## config.mk

```make
export PLATFORM = sky130hd
export DESIGN_NAME = m92_sdr_cpu_port
export DESIGN_NICKNAME = d
export VERILOG_FILES = /design/src/rtl/m92_pkg.sv /design/src/rtl/m92_line_cache.sv /design/src/rtl/m92_sdr_cpu_port.sv
export SDC_FILE = /design/constraint.sdc
export NUM_CORES = 1
export LEC_CHECK = 0
export BUFFER_PORTS_ARGS = -buffer_cell sky130_fd_sc_hd__buf_2
export CAP_MARGIN = 20
export CORE_UTILIZATION = 30
export DETAILED_ROUTE_END_ITERATION = 7
export PLACE_DENSITY = 0.44
export SYNTH_ARGS = -nofsm -noshare
export SYNTH_HDL_FRONTEND = slang
export SYNTH_HIERARCHICAL = 1
export SYNTH_SLANG_ARGS = --single-unit
```

## constraint.sdc

```tcl
create_clock -name clk -period 4.2 [get_ports clk]
set_input_delay 0.84 -clock clk [delete_from_list [all_inputs] [get_ports clk]]
set_output_delay 0.84 -clock clk [all_outputs]
set_load 0.02 [all_outputs]
```

## src/rtl/m92_pkg.sv

```systemverilog
// rtl/m92_pkg.sv - shared types and helpers for the M92 SDRAM CPU port
// Purpose: state encoding, default line geometry and tag extraction used by
//          m92_sdr_cpu_port and m92_line_cache.
// Ports:   none (package).
package m92_pkg;

    localparam int SDR_CPU_LINE_WORDS = 4;

    typedef enum logic [2:0] {
        SDR_IDLE,
        SDR_HIT,
        SDR_RD_REQ,
        SDR_RD_FILL,
        SDR_WR_REQ
    } sdr_cpu_state_t;

    // Tag of a byte address: everything above the word index and the byte bit.
    function automatic logic [24:0] line_tag(input logic [24:0] addr, input int wbits);
        return addr >> (wbits + 1);
    endfunction

endpackage

```

## src/rtl/m92_line_cache.sv

```systemverilog
// rtl/m92_line_cache.sv - single-line read cache storage for the CPU SDRAM port
// Purpose: LINE_WORDS x 16 data array with one tag and a valid bit.
// Ports:   clk, reset        - clock, synchronous active-high reset (valid only)
//          inval             - clear valid (highest priority)
//          tag_we, tag_in    - store line tag; set_valid marks the line valid
//          fill_we/idx/data  - burst fill write port
//          wr_we/idx/be/data - byte-enable write port (CPU write merge)
//          rd_tag, rd_idx    - combinational lookup; hit and rd_data out
module m92_line_cache
    import m92_pkg::*;
#(
    parameter int LINE_WORDS = SDR_CPU_LINE_WORDS,
    localparam int WBITS     = $clog2(LINE_WORDS)
) (
    input  logic             clk,
    input  logic             reset,
    input  logic             inval,
    input  logic             tag_we,
    input  logic [24:0]      tag_in,
    input  logic             set_valid,
    input  logic             fill_we,
    input  logic [WBITS-1:0] fill_idx,
    input  logic [15:0]      fill_data,
    input  logic             wr_we,
    input  logic [WBITS-1:0] wr_idx,
    input  logic [1:0]       wr_be,
    input  logic [15:0]      wr_data,
    input  logic [24:0]      rd_tag,
    input  logic [WBITS-1:0] rd_idx,
    output logic             hit,
    output logic [15:0]      rd_data
);

    logic [15:0] data [LINE_WORDS];
    logic [24:0] tag;
    logic        valid;

    always_ff @(posedge clk) begin
        if (reset) begin
            valid <= 1'b0;
            tag   <= '0;
        end else begin
            if (tag_we) begin
                tag <= tag_in;
            end
            // Invalidation beats validation so a flush in the last fill cycle sticks.
            if (inval) begin
                valid <= 1'b0;
            end else if (set_valid) begin
                valid <= 1'b1;
            end
        end
    end

    always_ff @(posedge clk) begin
        if (fill_we) begin
            data[fill_idx] <= fill_data;
        end else if (wr_we) begin
            if (wr_be[0]) data[wr_idx][7:0]  <= wr_data[7:0];
            if (wr_be[1]) data[wr_idx][15:8] <= wr_data[15:8];
        end
    end

    assign hit     = valid && (tag == rd_tag);
    assign rd_data = data[rd_idx];

endmodule

```

## src/rtl/m92_sdr_cpu_port.sv

```systemverilog
// rtl/m92_sdr_cpu_port.sv - main-CPU SDRAM channel responder with one-line read cache
// Purpose: accepts single-cycle CPU request pulses, serves reads from a one-line
//          cache or an SDRAM burst (critical word returned early), writes through
//          to SDRAM, and answers every request with a single-cycle cpu_rdy pulse.
// Ports:   clk, reset                          - 96 MHz clock, sync active-high reset
//          cpu_addr/din/wr_sel/req             - CPU request (wr_sel 00 = read)
//          cpu_dout, cpu_rdy                   - CPU response
//          flush                               - invalidate the cache line
//          sdr_addr/wr/be/din/req, sdr_ack     - SDRAM command handshake
//          sdr_dout, sdr_dout_valid            - SDRAM burst read data
module m92_sdr_cpu_port
    import m92_pkg::*;
#(
    parameter int LINE_WORDS = SDR_CPU_LINE_WORDS,
    parameter bit CACHE_EN   = 1'b1
) (
    input  logic        clk,
    input  logic        reset,
    input  logic [24:0] cpu_addr,
    input  logic [15:0] cpu_din,
    input  logic [1:0]  cpu_wr_sel,
    input  logic        cpu_req,
    output logic [15:0] cpu_dout,
    output logic        cpu_rdy,
    input  logic        flush,
    output logic [24:0] sdr_addr,
    output logic        sdr_wr,
    output logic [1:0]  sdr_be,
    output logic [15:0] sdr_din,
    output logic        sdr_req,
    input  logic        sdr_ack,
    input  logic [15:0] sdr_dout,
    input  logic        sdr_dout_valid
);

    localparam int               WBITS     = $clog2(LINE_WORDS);
    localparam logic [24:0]      LINE_MASK = ~25'((1 << (WBITS + 1)) - 1);
    localparam logic [WBITS-1:0] LAST_IDX  = WBITS'(LINE_WORDS - 1);

    sdr_cpu_state_t state, state_n;

    logic [15:0]      cpu_dout_n;
    logic             cpu_rdy_n;
    logic [24:0]      sdr_addr_n;
    logic             sdr_wr_n;
    logic [1:0]       sdr_be_n;
    logic [15:0]      sdr_din_n;
    logic             sdr_req_n;

    logic [24:0]      cur_addr, cur_addr_n;
    logic [15:0]      cur_din, cur_din_n;
    logic [1:0]       cur_sel, cur_sel_n;
    logic             pend_valid, pend_valid_n;
    logic [24:0]      pend_addr, pend_addr_n;
    logic [15:0]      pend_din, pend_din_n;
    logic [1:0]       pend_sel, pend_sel_n;
    logic [WBITS-1:0] fill_cnt, fill_cnt_n;
    logic             fill_flushed, fill_flushed_n;
    logic             ovf_err, ovf_err_n;

    logic             take_pend;
    logic [24:0]      req_addr;
    logic [15:0]      req_din;
    logic [1:0]       req_sel;
    logic [24:0]      look_addr;

    logic             c_inval, c_tag_we, c_set_valid, c_fill_we, c_wr_we;
    logic             c_hit;
    logic [15:0]      c_rd_data;

    m92_line_cache #(
        .LINE_WORDS (LINE_WORDS)
    ) u_cache (
        .clk       (clk),
        .reset     (reset),
        .inval     (c_inval),
        .tag_we    (c_tag_we),
        .tag_in    (line_tag(cur_addr, WBITS)),
        .set_valid (c_set_valid),
        .fill_we   (c_fill_we),
        .fill_idx  (fill_cnt),
        .fill_data (sdr_dout),
        .wr_we     (c_wr_we),
        .wr_idx    (cur_addr[WBITS:1]),
        .wr_be     (cur_sel),
        .wr_data   (cur_din),
        .rd_tag    (line_tag(look_addr, WBITS)),
        .rd_idx    (look_addr[WBITS:1]),
        .hit       (c_hit),
        .rd_data   (c_rd_data)
    );

    // A parked request always goes first; a fresh pulse in that cycle refills the slot.
    assign take_pend = (state == SDR_IDLE) && pend_valid;
    assign req_addr  = take_pend ? pend_addr : cpu_addr;
    assign req_din   = take_pend ? pend_din  : cpu_din;
    assign req_sel   = take_pend ? pend_sel  : cpu_wr_sel;
    // Lookup the incoming request when idle, otherwise the one in flight (write merge).
    assign look_addr = (state == SDR_IDLE) ? req_addr : cur_addr;

    always_comb begin
        state_n        = state;
        cpu_rdy_n      = 1'b0;
        cpu_dout_n     = cpu_dout;
        sdr_addr_n     = sdr_addr;
        sdr_wr_n       = sdr_wr;
        sdr_be_n       = sdr_be;
        sdr_din_n      = sdr_din;
        sdr_req_n      = sdr_req;
        cur_addr_n     = cur_addr;
        cur_din_n      = cur_din;
        cur_sel_n      = cur_sel;
        pend_valid_n   = pend_valid;
        pend_addr_n    = pend_addr;
        pend_din_n     = pend_din;
        pend_sel_n     = pend_sel;
        fill_cnt_n     = fill_cnt;
        fill_flushed_n = fill_flushed | flush;
        ovf_err_n      = ovf_err;
        c_inval        = flush;
        c_tag_we       = 1'b0;
        c_set_valid    = 1'b0;
        c_fill_we      = 1'b0;
        c_wr_we        = 1'b0;

        // Pending slot bookkeeping.
        if (take_pend) begin
            pend_valid_n = cpu_req;
        end
        if (cpu_req && (take_pend || state != SDR_IDLE)) begin
            if (take_pend || !pend_valid) begin
                pend_valid_n = 1'b1;
                pend_addr_n  = cpu_addr;
                pend_din_n   = cpu_din;
                pend_sel_n   = cpu_wr_sel;
            end else begin
                ovf_err_n = 1'b1;
            end
        end

        unique case (state)
            SDR_IDLE: begin
                if (take_pend || cpu_req) begin
                    cur_addr_n = req_addr;
                    cur_din_n  = req_din;
                    cur_sel_n  = req_sel;
                    if (req_sel != 2'b00) begin
                        state_n    = SDR_WR_REQ;
                        sdr_req_n  = 1'b1;
                        sdr_wr_n   = 1'b1;
                        sdr_be_n   = req_sel;
                        sdr_din_n  = req_din;
                        sdr_addr_n = {req_addr[24:1], 1'b0};
                    end else if (CACHE_EN && c_hit && !flush) begin
                        state_n    = SDR_HIT;
                        cpu_rdy_n  = 1'b1;
                        cpu_dout_n = c_rd_data;
                    end else begin
                        state_n        = SDR_RD_REQ;
                        sdr_req_n      = 1'b1;
                        sdr_wr_n       = 1'b0;
                        sdr_addr_n     = req_addr & LINE_MASK;
                        c_inval        = 1'b1;
                        fill_cnt_n     = '0;
                        fill_flushed_n = 1'b0;
                    end
                end
            end
            SDR_HIT: begin
                state_n = SDR_IDLE;
            end
            SDR_RD_REQ: begin
                if (sdr_ack) begin
                    sdr_req_n = 1'b0;
                    state_n   = SDR_RD_FILL;
                end
            end
            SDR_RD_FILL: begin
                if (sdr_dout_valid) begin
                    c_fill_we = 1'b1;
                    if (fill_cnt == cur_addr[WBITS:1]) begin
                        cpu_rdy_n  = 1'b1;
                        cpu_dout_n = sdr_dout;
                    end
                    if (fill_cnt == LAST_IDX) begin
                        fill_cnt_n  = '0;
                        c_tag_we    = 1'b1;
                        c_set_valid = !(fill_flushed || flush);
                        state_n     = SDR_IDLE;
                    end else begin
                        fill_cnt_n = fill_cnt + 1'b1;
                    end
                end
            end
            SDR_WR_REQ: begin
                if (sdr_ack) begin
                    sdr_req_n = 1'b0;
                    sdr_wr_n  = 1'b0;
                    cpu_rdy_n = 1'b1;
                    c_wr_we   = c_hit;
                    state_n   = SDR_IDLE;
                end
            end
            default: begin
                state_n = SDR_IDLE;
            end
        endcase
    end

    always_ff @(posedge clk) begin
        if (reset) begin
            state        <= SDR_IDLE;
            cpu_rdy      <= 1'b0;
            cpu_dout     <= '0;
            sdr_addr     <= '0;
            sdr_wr       <= 1'b0;
            sdr_be       <= '0;
            sdr_din      <= '0;
            sdr_req      <= 1'b0;
            cur_addr     <= '0;
            cur_din      <= '0;
            cur_sel      <= '0;
            pend_valid   <= 1'b0;
            pend_addr    <= '0;
            pend_din     <= '0;
            pend_sel     <= '0;
            fill_cnt     <= '0;
            fill_flushed <= 1'b0;
            ovf_err      <= 1'b0;
        end else begin
            state        <= state_n;
            cpu_rdy      <= cpu_rdy_n;
            cpu_dout     <= cpu_dout_n;
            sdr_addr     <= sdr_addr_n;
            sdr_wr       <= sdr_wr_n;
            sdr_be       <= sdr_be_n;
            sdr_din      <= sdr_din_n;
            sdr_req      <= sdr_req_n;
            cur_addr     <= cur_addr_n;
            cur_din      <= cur_din_n;
            cur_sel      <= cur_sel_n;
            pend_valid   <= pend_valid_n;
            pend_addr    <= pend_addr_n;
            pend_din     <= pend_din_n;
            pend_sel     <= pend_sel_n;
            fill_cnt     <= fill_cnt_n;
            fill_flushed <= fill_flushed_n;
            ovf_err      <= ovf_err_n;
        end
    end

endmodule

```

==> reports/metrics.yaml, run 1 <==
global_routing:
  grt_pass1_wl_microns: 45400
  grt_max_degree: 91
  groute.layer.met3.usage_pct: 3.05
  total_global_routing_track_utilization_pct: 16.0
  grt.met1_usage_pct: 21.5
  grt_pass1_vias: 7842
  met2_capacity_usage_during_global_routing_pct: 26.3
  global_route.overflow_total: 0
  antenna_found_initial: 5
  busiest_layer: "met2"
yosys:
  ys_ff_latch: 242
  synth_area_per_cell_sq_um: 10.2
  synth_flop_cell: "sky130_fd_sc_hd__dfxtp_1"
  synth_seq_area_share_pct: 51.3
  async_flop_share_pct: 0
  syn_area_sq_um: 10700
  ys.warnings.count: 6
  synthesis.instances: 1048
  synth-edff-count: 64
  ys_types: 52
power_and_ir_drop:
  power.density_cell_area_nw_per_um2: 571
  worst_ir_drop_vdd_uv: 338
  cellLeakagePower_nw: 4.77
sta:
  fin_crit_ns: 3.83
  grt_setup_unrepaired: "no"
  timing_worst_slew_pin_value_ns: 0.939
  maxSlewHeadroom_pct: 36.1
  holdWs_ns: 0.454
  slew_viol_final: 0
  hold_viol_final: 0
  finalClockSkew_ns: 0.00850
  setup_viol: 0
  fmaxAchievable_mhz: 261
  worst_slack_ns: 0.368
  final.period_utilization_pct: 91.2
  tns_ns: 0
clocking:
  clock_tree.buffer_depth: 3
  hold_buffers: 0
  clock_latency_ns: 0.54
  cts_clock_pin_slew_for_the_worst_setup_and_hold_paths_ns: 0.06
  post_cts.repair.setup_buffers: 0
  ctsHtreeMaxLevel: 1
  cts_tree: "yes"
  cts_root_buf: "sky130_fd_sc_hd__clkbuf_16"
  clock-sinks: 242
  numCtsBuffers: 28
  ctsResizeCount: 0
layout:
  num-nets-final: 1230
  syn_to_final_growth_pct: 19.9
  fin_util_pct: 36.8
  fillerInstances: 3532
  final_layout_size_suffix_gt1_share_pct: 22.6
worst_setup_path:
  worstPathRequired_ns: 4.63
  cp_max_fo: 16
  rrSetupSlack_ns: 0.37
  critPathLaunchType: "register"
  cp_data_arrival_time_ns: 4.26
  crit_path_end: "cpu_dout[14]"
  r2r.worst_path.cells: 14
  timing.rr.start: "state[2]"
  crit_type: "reg2reg"
  capturing_element_type_of_the_critical_path: "register"
  crit-reg2reg-capture: "cpu_dout[14]"
  setup.worst_path.start: "state[2]"
run:
  drv.max_cap_violation_count: 0
die:
  io_pins: 127
  num_rows: 68
  core-area_sq_um: 34800
  total_die_area_sq_um: 36400
  die_height_microns: 191
  starting_utilization_of_the_core_area_pct: 30.7
  die_w_microns: 191
detailed_routing:
  first_iter_violations: 373
  wl_per_cell_microns: 17.6
  routed-via-count: 7799
  post_drt_via_cell_ratio: 4.75
  drt_drc_violations_left: 0
  postRouteWirelength_microns: 28800
  drt-pass1-iter-count: 5
  final_antenna_net_count: 0
hold_path:
  hold_class: "reg2reg"
outcome:
  run_status: "finished, final reports clean"
place:
  place.gp.congestion: 0.769
  detailed_place_hpwl_microns: 19000
  port_buffers: 124
  place_worst_setup_slack_ns: 0.289
## logic make-up (layout without fill, tap and decap cells)
| kind of cell | after synthesis | after routing | synth area share (%) |
|---|---|---|---|
| mux | 147 | 147 | 16.4 |
| fa+ha+maj | 1 | 1 | 0.117 |
| simple gates | 296 | 296 | 11.9 |
| other cells | 1 | 8 | 0.0351 |
| compound gates | 239 | 239 | 13.8 |
| xor+xnor | 28 | 28 | 2.29 |
| flops | 242 | 242 | 51.3 |
| buf+inv | 94 | 226 | 4.13 |
## cell usage after synthesis (17+ instances only)
cell type / instances / area, sq um
sky130_fd_sc_hd__a211oi_1: 79 / 593
sky130_fd_sc_hd__a21oi_1: 108 / 541
sky130_fd_sc_hd__buf_2: 35 / 175
sky130_fd_sc_hd__clkbuf_1: 36 / 135
sky130_fd_sc_hd__dfxtp_1: 178 / 3560
sky130_fd_sc_hd__edfxtp_1: 64 / 1920
sky130_fd_sc_hd__mux2_2: 26 / 293
sky130_fd_sc_hd__mux2i_1: 95 / 951
sky130_fd_sc_hd__nand2_1: 151 / 567
sky130_fd_sc_hd__nor2_1: 88 / 330
sky130_fd_sc_hd__nor2b_1: 20 / 125
sky130_fd_sc_hd__o21ai_0: 28 / 140
sky130_fd_sc_hd__xor2_1: 17 / 149
## worst min path at each step
stage	end	depth (start not counted)	startpoint	slack [ns]
global route	pend_addr[1]	2	pend_addr[1]	0.47
detailed placement	pend_addr[2]	2	pend_addr[2]	0.45
floorplan	pend_addr[1]	2	pend_addr[1]	0.44
finish	pend_din[10]	2	pend_din[10]	0.45
CTS	pend_din[10]	2	pend_din[10]	0.45
global placement	pend_din[12]	2	pend_din[12]	0.44
## where the power goes
part | internal [W] | switching (W)
logic | 0.000766 | 0.00121
registers | 0.00269 | 0.000189
clock network | 0.00150 | 0.000973
total | 0.00495 | 0.00237
## worst max-delay path: stages (launching register included)
cell,delay [ns]
sky130_fd_sc_hd__dfxtp_1,0.31
sky130_fd_sc_hd__or3_1,0.49
sky130_fd_sc_hd__buf_4,0.23
sky130_fd_sc_hd__nand2_1,0.07
sky130_fd_sc_hd__o21ai_0,0.09
sky130_fd_sc_hd__xor2_1,0.16
sky130_fd_sc_hd__nor4_1,0.46
sky130_fd_sc_hd__nand3_1,0.15
sky130_fd_sc_hd__nor4_2,0.28
sky130_fd_sc_hd__buf_4,0.18
sky130_fd_sc_hd__nand2b_1,0.13
sky130_fd_sc_hd__o21bai_1,0.19
sky130_fd_sc_hd__a2111o_1,0.42
sky130_fd_sc_hd__buf_4,0.23
sky130_fd_sc_hd__mux2_4,0.32
## routing by layer
layer / up-vias / part of all wire (%)
met5: - / 0.18
li1: 3978 / -
met1: 3626 / 47
met2: 144 / 46
met4: 8 / 1.8
met3: 43 / 4.9
## per-stage QoR
step,total power (W),cells,area [sq um]
finish,0.00732,1642,12800
global route,0.00773,1641,12800
CTS,0.00744,1641,12800
detailed placement,0.00493,1589,11900
global placement,0.00492,1589,11900
floorplan,0.00431,1054,10700
## registers in the layout (all words and copies together), names as in the netlist
| signal | cells |
|---|---|
| cpu_dout | 16 |
| cpu_rdy | 1 |
| cur_addr | 24 |
| cur_din | 16 |
| cur_sel | 2 |
| fill_cnt | 2 |
| fill_flushed | 1 |
| pend_addr | 24 |
| pend_din | 16 |
| pend_sel | 2 |
| pend_valid | 1 |
| sdr_addr | 24 |
| sdr_be | 2 |
| sdr_din | 16 |
| sdr_req | 1 |
| sdr_wr | 1 |
| state | 3 |
| u_cache/data | 64 |
| u_cache/tag | 25 |
| u_cache/valid | 1 |
## layout by cell type (no fill, tap or decap), drive strengths merged, types with 16 or more instances in the layout
master	instances
dfxtp	178
buf	165
nand2	151
a21oi	108
mux2i	95
nor2	88
a211oi	79
edfxtp	64
clkbuf	42
mux2	36
o21ai	29
nor2b	20
xor2	17
mux4	16
## cell type report
cell class / count / area [sq um] / area share [%]
flip-flops and latches: 242 / 5490 / 42.8
multi-input cells: 718 / 4810 / 37.6
repair buffers: 165 / 972 / 7.59
clock buffers: 42 / 803 / 6.27
well taps: 455 / 569 / 4.44
clock inverters: 10 / 134 / 1.04
inverters: 9 / 33.8 / 0.264
diodes: 1 / 2.50 / 0.0195
Note: power is estimated with default switching activity, not from simulation.
==> inputs of run 2 (changes only) <==
--- a/config.mk
+++ b/config.mk
@@ -6,10 +6,10 @@
 export NUM_CORES = 1
 export LEC_CHECK = 0
 export BUFFER_PORTS_ARGS = -buffer_cell sky130_fd_sc_hd__buf_2
-export CAP_MARGIN = 20
+export CAP_MARGIN = 25
 export CORE_UTILIZATION = 30
 export DETAILED_ROUTE_END_ITERATION = 7
-export PLACE_DENSITY = 0.44
+export PLACE_DENSITY = 0.56
 export SYNTH_ARGS = -nofsm -noshare
 export SYNTH_HDL_FRONTEND = slang
 export SYNTH_HIERARCHICAL = 1
==> run 2 against run 1 <==
  * Worst hold slack lost 0.0010 ns
  * Sequential share of layout area up 0.29 points
  * Sequential power about the same
  * Total power decreased by 2.8%
  * Core utilization down 0.25 points
  * Die area stayed put
  * Critical path type unchanged
  * Largest power group unchanged
==> reports/metrics.yaml, run 2 (same netlist as run 1, synthesis figures left out) <==
clocking:
  cts_root_buf: "sky130_fd_sc_hd__clkbuf_16"
  clock_latency_ns: 0.55  # about the same
  clock_tree.buffer_depth: 3  # unchanged
  cts_tree: "yes"
  ctsHtreeMaxLevel: 1  # unchanged
  clock-sinks: 242  # unchanged
  numCtsBuffers: 28  # unchanged
  cts_clock_pin_slew_for_the_worst_setup_and_hold_paths_ns: 0.06  # about the same
detailed_routing:
  routed-via-count: 7855  # +0.72%
  drt_drc_violations_left: 0  # unchanged
  final_antenna_net_count: 0  # unchanged
  wl_per_cell_microns: 16.4  # -6.4%
  drt-pass1-iter-count: 4  # -1
  first_iter_violations: 434  # +16%
  postRouteWirelength_microns: 26900  # -6.8%
  post_drt_via_cell_ratio: 4.80  # +1.1%
worst_setup_path:
  crit_type: "reg2reg"
  worstPathRequired_ns: 4.63  # about the same
  setup.worst_path.start: "state[2]"
  timing.rr.start: "state[2]"
  crit_chain: "or3_1 > buf_12 > o21ai_0 > xor2_1 > nor4_1 > nand3_1 > nor4_4 > nand2b_1 > o21bai_1 > a2111o_1 > buf_4 > mux2_4"
  critical_path.top_delay_family: "simple AND/OR/NAND/NOR gates"
  critPathMaxStageDelay_ns: 0.46  # -0.03 ns
  cp_data_arrival_time_ns: 4.27  # about the same
  critPathLaunchType: "register"
  capturing_element_type_of_the_critical_path: "register"
  crit_buf_inv: 2  # -1
  cp_max_fo: 44  # +28
  slowest_stage: "sky130_fd_sc_hd__nor4_4"
die:
  starting_utilization_of_the_core_area_pct: 30.7  # unchanged
  num_rows: 68  # unchanged
  core-area_sq_um: 34800  # unchanged
  total_die_area_sq_um: 36400  # unchanged
  io_pins: 127  # unchanged
  die_w_microns: 191  # unchanged
  die_height_microns: 191  # unchanged
power_and_ir_drop:
  share_clk_of_total_power_pct: 32.5  # -1.3 points
  power_dissipated_by_switching_net_loads_w: 0.00233  # -1.7%
  cellLeakagePower_nw: 4.73  # -0.81%
  power_report.internal_total_w: 0.00479  # -3.2%
  sw_ratio_pct: 32.7  # +0.33 points
  power.density_cell_area_nw_per_um2: 560  # -2.1%
  share_comb_of_total_power_pct: 27.2  # +0.3 points
  seq_power_share_pct: 40.3  # +1.0 points
  worst_ir_drop_vdd_uv: 279  # -17%
global_routing:
  antenna_found_initial: 3  # -2
  global_route.overflow_total: 0  # unchanged
  total_global_routing_track_utilization_pct: 14.6  # -1.4 points
  grt_max_degree: 130  # +43%
  grt_pass1_wl_microns: 42300  # -6.8%
  grt_pass1_vias: 7580  # -3.3%
layout:
  finalNonFillerCells: 1635  # -0.43%
  mostFrequentLayoutCells: "178 x sky130_fd_sc_hd__dfxtp_1, 151 x sky130_fd_sc_hd__nand2_1, 123 x sky130_fd_sc_hd__buf_2"
  syn_to_final_growth_pct: 19.1
  final_layout_size_suffix_gt1_share_pct: 22.4  # -0.21 points
  fin_util_pct: 36.6  # -0.25 points
  fillerInstances: 3438  # -2.7%
  mostFrequentLayoutCell: "sky130_fd_sc_hd__dfxtp_1"
  num-nets-final: 1226  # -0.33%
  largestRegisters: "u_cache/data: 64 flops, u_cache/tag: 25 flops"
  top_register: "u_cache/data"
  finish.instance_area_sq_um: 12700  # -0.68%
  number_of_flip_flops_in_the_largest_register: 64  # unchanged
sta:
  tns_ns: 0  # unchanged
  fmaxAchievable_mhz: 261  # about the same
  maxSlewHeadroom_pct: 27.9  # -8.3 points
  final.period_utilization_pct: 91.3  # about the same
  grt_setup_unrepaired: "no"
  timing_worst_slew_pin_value_ns: 1.08  # +0.143 ns
  fin_crit_ns: 3.83  # +0.00257 ns
  hold_viol_final: 0  # unchanged
  setup_viol: 0  # unchanged
  finalClockSkew_ns: 0.0159  # +0.00745 ns
  slew_viol_final: 0  # unchanged
hold_path:
  hold_class: "reg2reg"
  hold_path_start: "pend_din[11]"
place:
  detailed_place_hpwl_microns: 18100  # -4.5%
  place.gp.congestion: 0.774  # +0.65%
  placedCellCount: 1585  # -0.25%
  port_buffers: 124  # unchanged
  placed_cell_area_sq_um: 11800  # -0.29%
outcome:
  run_status: "finished, final reports clean"
run:
  drv.max_cap_violation_count: 0  # unchanged
run 2: cell types whose count changed in the layout (fill, tap and decap cells not counted), sizes merged:
cell / before / now
buf: 165 / 161
clkinv: 7 / 8
clkbuf: 42 / 36
bufinv: 3 / 1
inv: 9 / 12
clkinvlp: 0 / 1
run 2: final timing paths:
kind	to	slack (ns)	cells after the start
worst max-delay path	cpu_dout[13]	0.37	12
worst min-delay path	pend_din[11]	0.45	2
worst max register to register	cpu_dout[13]	0.37	12
worst min register to register	pend_din[11]	0.45	2
run 2: cell type report:
cell class | instances | area [sq um] | area share [%]
Timing Repair Buffer | 161 | 942 | 7.40
Clock inverter | 13 | 114 | 0.895
Sequential cell | 242 | 5490 | 43.1
Tap cell | 455 | 569 | 4.47
Antenna cell | 1 | 2.50 | 0.0197
Multi-Input combinational cell | 718 | 4820 | 37.9
Inverter | 9 | 33.8 | 0.265
Clock buffer | 36 | 762 | 5.99
run 2: metrics by stage:
step                      hold WS [ns]  setup slack, ns  total power [W]
final                            0.453            0.365          0.00712
after global routing             0.467           0.0827          0.00753
after CTS                        0.454            0.228          0.00721
after detailed placement         0.446            0.135          0.00488
after global placement           0.441            0.119          0.00484
after floorplan                  0.436            0.413          0.00431
run 2: timing repair:
action,4_1_cts,5_1_grt
endpoints found under the setup margin,0,53
hold buffers,0,0
setup buffers,0,0
resized for setup,0,1
run 2: routing by layer:
metal	global-route usage [%]	vias to the layer above	part of all wire [%]
li1	-	3977	-
met4	3.82	4	2.1
met2	24.2	141	47
met1	19.5	3690	47
met3	2.48	43	4.2
met5	0	-	0.089
run 2: power by group through the flow:
stage          Sequential (W)  Clock (W)  Combinational (W)
6_report              0.00287    0.00231            0.00194
2_1_floorplan         0.00303          0            0.00128
4_1_cts               0.00287    0.00237            0.00196
3_5_place_dp          0.00292          0            0.00196
5_1_grt               0.00291    0.00248            0.00214
3_3_place_gp          0.00291          0            0.00193
run 2: worst min-delay path, stage by stage (launching register included):
cell                      delay [ns]
sky130_fd_sc_hd__dfxtp_1        0.30
sky130_fd_sc_hd__nand2_1        0.05
sky130_fd_sc_hd__a21oi_1        0.05
==> inputs of run 3 (changes only) <==
--- a/config.mk
+++ b/config.mk
@@ -5,11 +5,12 @@
 export SDC_FILE = /design/constraint.sdc
 export NUM_CORES = 1
 export LEC_CHECK = 0
+export ABC_AREA = 1
 export BUFFER_PORTS_ARGS = -buffer_cell sky130_fd_sc_hd__buf_2
 export CAP_MARGIN = 25
-export CORE_UTILIZATION = 30
+export CORE_UTILIZATION = 59
 export DETAILED_ROUTE_END_ITERATION = 7
-export PLACE_DENSITY = 0.56
+export PLACE_DENSITY = 0.89
 export SYNTH_ARGS = -nofsm -noshare
 export SYNTH_HDL_FRONTEND = slang
 export SYNTH_HIERARCHICAL = 1
==> constraint.sdc (replaced) <==
create_clock -name clk -period 4.2 [get_ports clk]
set_input_delay 0 -clock clk [delete_from_list [all_inputs] [get_ports clk]]
set_output_delay 0 -clock clk [all_outputs]
set_load 0.02 [all_outputs]
==> run 3 against run 2 <==
  * The flow now finishes with violations (design-rule violations)
  * Maximum frequency shrank 2.7%
  * Sequential share of layout area shrank 1.4 points
  * Worst setup slack lost 0.10 ns
  * Global-route usage grew 16 points
  * Routed wire length grew 12%
  * Worst hold slack lost 0.19 ns
  * Via count grew 32%
  * First-iteration DRC count grew to 2.8 times the previous value
  * Combinational power grew 6%
  * Synthesized cell count grew 38%
  * Clock power shrank 9.5%
  * Critical path type unchanged
  * Largest power group unchanged
==> reports/metrics.yaml, run 3 <==
outcome:
  run_status: "finished, violations left"
  failed_checks: "design-rule violations"
run:
  drv.max_cap_violation_count: 0  # unchanged
place:
  place.gp.congestion: 0.853  # +10%
  port_buffers: 124  # unchanged
  detailed_place_hpwl_microns: 18000  # -0.32%
  place_worst_setup_slack_ns: 0.505  # +0.370 ns
  placed_cell_area_sq_um: 11800  # -0.69%
  placedCellCount: 1741  # +9.8%
sta:
  slew_viol_final: 0  # unchanged
  fin_crit_ns: 3.94  # +0.105 ns
  finalClockSkew_ns: 0.0247  # +0.00874 ns
  grt_setup_unrepaired: "no"
  setup_viol: 0  # unchanged
  fmaxAchievable_mhz: 254  # -2.7%
  tns_ns: 0  # unchanged
  holdWs_ns: 0.265  # -0.187 ns
  final.period_utilization_pct: 93.8  # +2.5 points
  maxSlewHeadroom_pct: 34.8  # +7.0 points
  worst_slack_ns: 0.261  # -0.105 ns
  hold_viol_final: 0  # unchanged
  timing_worst_slew_pin_value_ns: 0.978  # -0.104 ns
detailed_routing:
  postRouteWirelength_microns: 30200  # +12%
  first_iter_violations: 1206  # +180%
  final_antenna_net_count: 0  # unchanged
  drt_drc_violations_left: 8  # +8
  routed-via-count: 10391  # +32%
  drt-pass1-iter-count: 8  # +4
  wl_per_cell_microns: 16.3  # -0.62%
  post_drt_via_cell_ratio: 5.62  # +17%
global_routing:
  grt_max_degree: 67  # -48%
  global_route.overflow_total: 0  # unchanged
  antenna_found_initial: 0  # -3
  grt_pass1_vias: 9767  # +29%
  total_global_routing_track_utilization_pct: 31.1  # +16 points
  grt_pass1_wl_microns: 48400  # +14%
yosys:
  ys_types: 41  # -21%
  synth_flop_cell: "sky130_fd_sc_hd__dfxtp_1"
  async_flop_share_pct: 0  # unchanged
  synthTopCellsByCount: "334 x sky130_fd_sc_hd__nand2_1, 178 x sky130_fd_sc_hd__dfxtp_1, 166 x sky130_fd_sc_hd__inv_1, 158 x sky130_fd_sc_hd__nor2_1, 155 x sky130_fd_sc_hd__o21ai_0"
  synth_area_per_cell_sq_um: 7.68  # -25%
  yosys.area.top_type: "sky130_fd_sc_hd__dfxtp_1"
  syn_area_sq_um: 11100  # +3.8%
  ys.warnings.count: 6  # unchanged
  ys_ff_latch: 242  # unchanged
  synth-edff-count: 64  # unchanged
  synth_seq_area_share_pct: 49.4  # -1.9 points
  fraction_of_post_synthesis_cell_area_in_the_top_cell_type_by_area_pct: 32.1  # -1.2 points
  post-synth-top-count-cell: "sky130_fd_sc_hd__nand2_1"
  synth.top_cells.by_area: "sky130_fd_sc_hd__dfxtp_1 32%, sky130_fd_sc_hd__edfxtp_1 17%, sky130_fd_sc_hd__nand2_1 11%"
  synthesis.instances: 1444  # +38%
layout:
  syn_to_final_growth_pct: 18.5
  antennaDiodeCount: 0  # -1
  finish.instance_area_sq_um: 13200  # +3.4%
  largestRegisters: "u_cache/data: 64 flops, u_cache/tag: 25 flops"
  number_of_flip_flops_in_the_largest_register: 64  # unchanged
  multi_input_comb_area_sq_um: 4540  # -5.7%
  final_layout_size_suffix_gt1_share_pct: 14.4  # -8.0 points
  finalNonFillerCells: 1848  # +13%
  fillerInstances: 1248  # -64%
  mostFrequentLayoutCell: "sky130_fd_sc_hd__nand2_1"
  register_area_sq_um: 5490  # unchanged
  mostFrequentLayoutCells: "334 x sky130_fd_sc_hd__nand2_1, 178 x sky130_fd_sc_hd__dfxtp_1, 165 x sky130_fd_sc_hd__inv_1"
  top_register: "u_cache/data"
  num-nets-final: 1669  # +36%
clocking:
  numCtsBuffers: 25  # -11%
  clock_tree.buffer_depth: 3  # unchanged
  cts_tree: "yes"
  ctsHtreeMaxLevel: 1  # unchanged
  clock-sinks: 242  # unchanged
  clock_latency_ns: 0.54  # about the same
  cts_root_buf: "sky130_fd_sc_hd__clkbuf_16"
  post_cts.repair.setup_buffers: 0  # unchanged
  cts_clock_pin_slew_for_the_worst_setup_and_hold_paths_ns: 0.06  # about the same
die:
  total_die_area_sq_um: 19400  # -47%
  io_pins: 127  # unchanged
  core-area_sq_um: 18200  # -48%
  die_w_microns: 139  # -27%
  die_height_microns: 139  # -27%
  starting_utilization_of_the_core_area_pct: 60.9  # +30 points
  num_rows: 49  # -28%
worst_setup_path:
  rrSetupSlack_ns: 0.26  # -0.10 ns
  cp_max_fo: 23  # -48%
  crit_type: "reg2reg"
  timing.rr.start: "state[1]"
  crit_chain: "nor2_8 > nand3_4 > clkinv_2 > nand2_1 > nand2_1 > nand2_1 > o21ai_0 > nand2_1 > nand2_1 > nor2_1 > nand2_1 > nor2_1 > nand2_1 > nor2_1 > inv_1 > nor2_2 > inv_1 > nand3_1 > nor2_1 > or2_2 > nor3_1 > dlygate4sd3_1"
  critPathLaunchType: "register"
  setup.worst_path.start: "state[1]"
  critPathMaxStageDelay_ns: 0.58  # +0.12 ns
  slowest_stage: "sky130_fd_sc_hd__dlygate4sd3_1"
  capturing_element_type_of_the_critical_path: "register"
  cpMostUsedCell: "sky130_fd_sc_hd__nand2_1"
  crit-reg2reg-capture: "u_cache/valid"
  r2r.worst_path.cells: 22  # +10
  cp_data_arrival_time_ns: 4.40  # +0.13 ns
  worstPathRequired_ns: 4.66  # +0.03 ns
  crit_path_end: "u_cache/valid"
power_and_ir_drop:
  power.density_cell_area_nw_per_um2: 533  # -4.7%
  worst_ir_drop_vdd_uv: 327  # +17%
  cellLeakagePower_nw: 5.93  # +25%
hold_path:
  hold_class: "in2reg"
==> run 3: worst min path at each step <==
stage	end	cells after the start	from
2_1_floorplan	pend_din[0]	2	cpu_din[0]
3_3_place_gp	pend_din[7]	3	cpu_din[7]
3_5_place_dp	pend_din[10]	3	cpu_din[10]
4_1_cts	pend_din[1]	4	cpu_din[1]
5_1_grt	pend_din[6]	4	cpu_din[6]
6_report	pend_din[10]	4	cpu_din[10]
==> run 3: timing repair <==
action | in CTS | in global routing
endpoints found under the hold margin | 197 | 0
hold buffers | 64 | 0
setup endpoints to repair | 0 | 3
resized for setup | 0 | 2
==> run 3: where the power goes <==
group | total [W] | switching (W) | leakage (nW) | internal [W]
combinational | 0.00205 | 0.00141 | 3.52 | 0.000645
sequential | 0.00286 | 0.000182 | 2.04 | 0.00268
clock | 0.00209 | 0.000920 | 0.371 | 0.00117
==> run 3: area by class of cell <==
type                       instances  area share [%]
inverter                         174            5.01
multi-input combinational        952            34.6
timing repair buffer             208            10.8
sequential                       242            41.7
clock buffer                      37            5.41
tap                              229            2.18
clock inverter                     6           0.295
==> run 3: critical path: cells and delay by family, from the launching register on <==
kind,cells,cell delay [ns]
and+or+nand+nor,17,2.18
DFF,1,0.50
buffers and inverters,4,1.05
AOI/OAI and AO/OA,1,0.13
==> run 3: routing by layer <==
metal	global-route usage (%)	share of wire, %	vias to the layer above
met5	0	0	-
met4	13.1	3.6	0
met3	4.04	9.6	100
met2	52.0	47	610
met1	40.6	40	4690
li1	-	-	4991
==> run 3: kinds of logic (layout without fill, tap and decap cells) <==
group           Yosys count  in the layout  share of synthesized area [%]
compound gates          333            333                           16.3
xor+xnor                  2              2                          0.158
fa+ha+maj                 1              1                          0.113
buf+inv                 258            425                           9.94
flops                   242            242                           49.4
mux                      16             16                           1.69
other cells               1              9                         0.0338
simple gates            591            591                           22.3
==> run 3: metrics by stage <==
step                utilization, %  total power [W]
floorplan                        -          0.00435
global placement              64.5          0.00475
detailed placement            64.6          0.00482
CTS                           72.2          0.00693
global route                  72.2          0.00734
finish                        72.2          0.00701
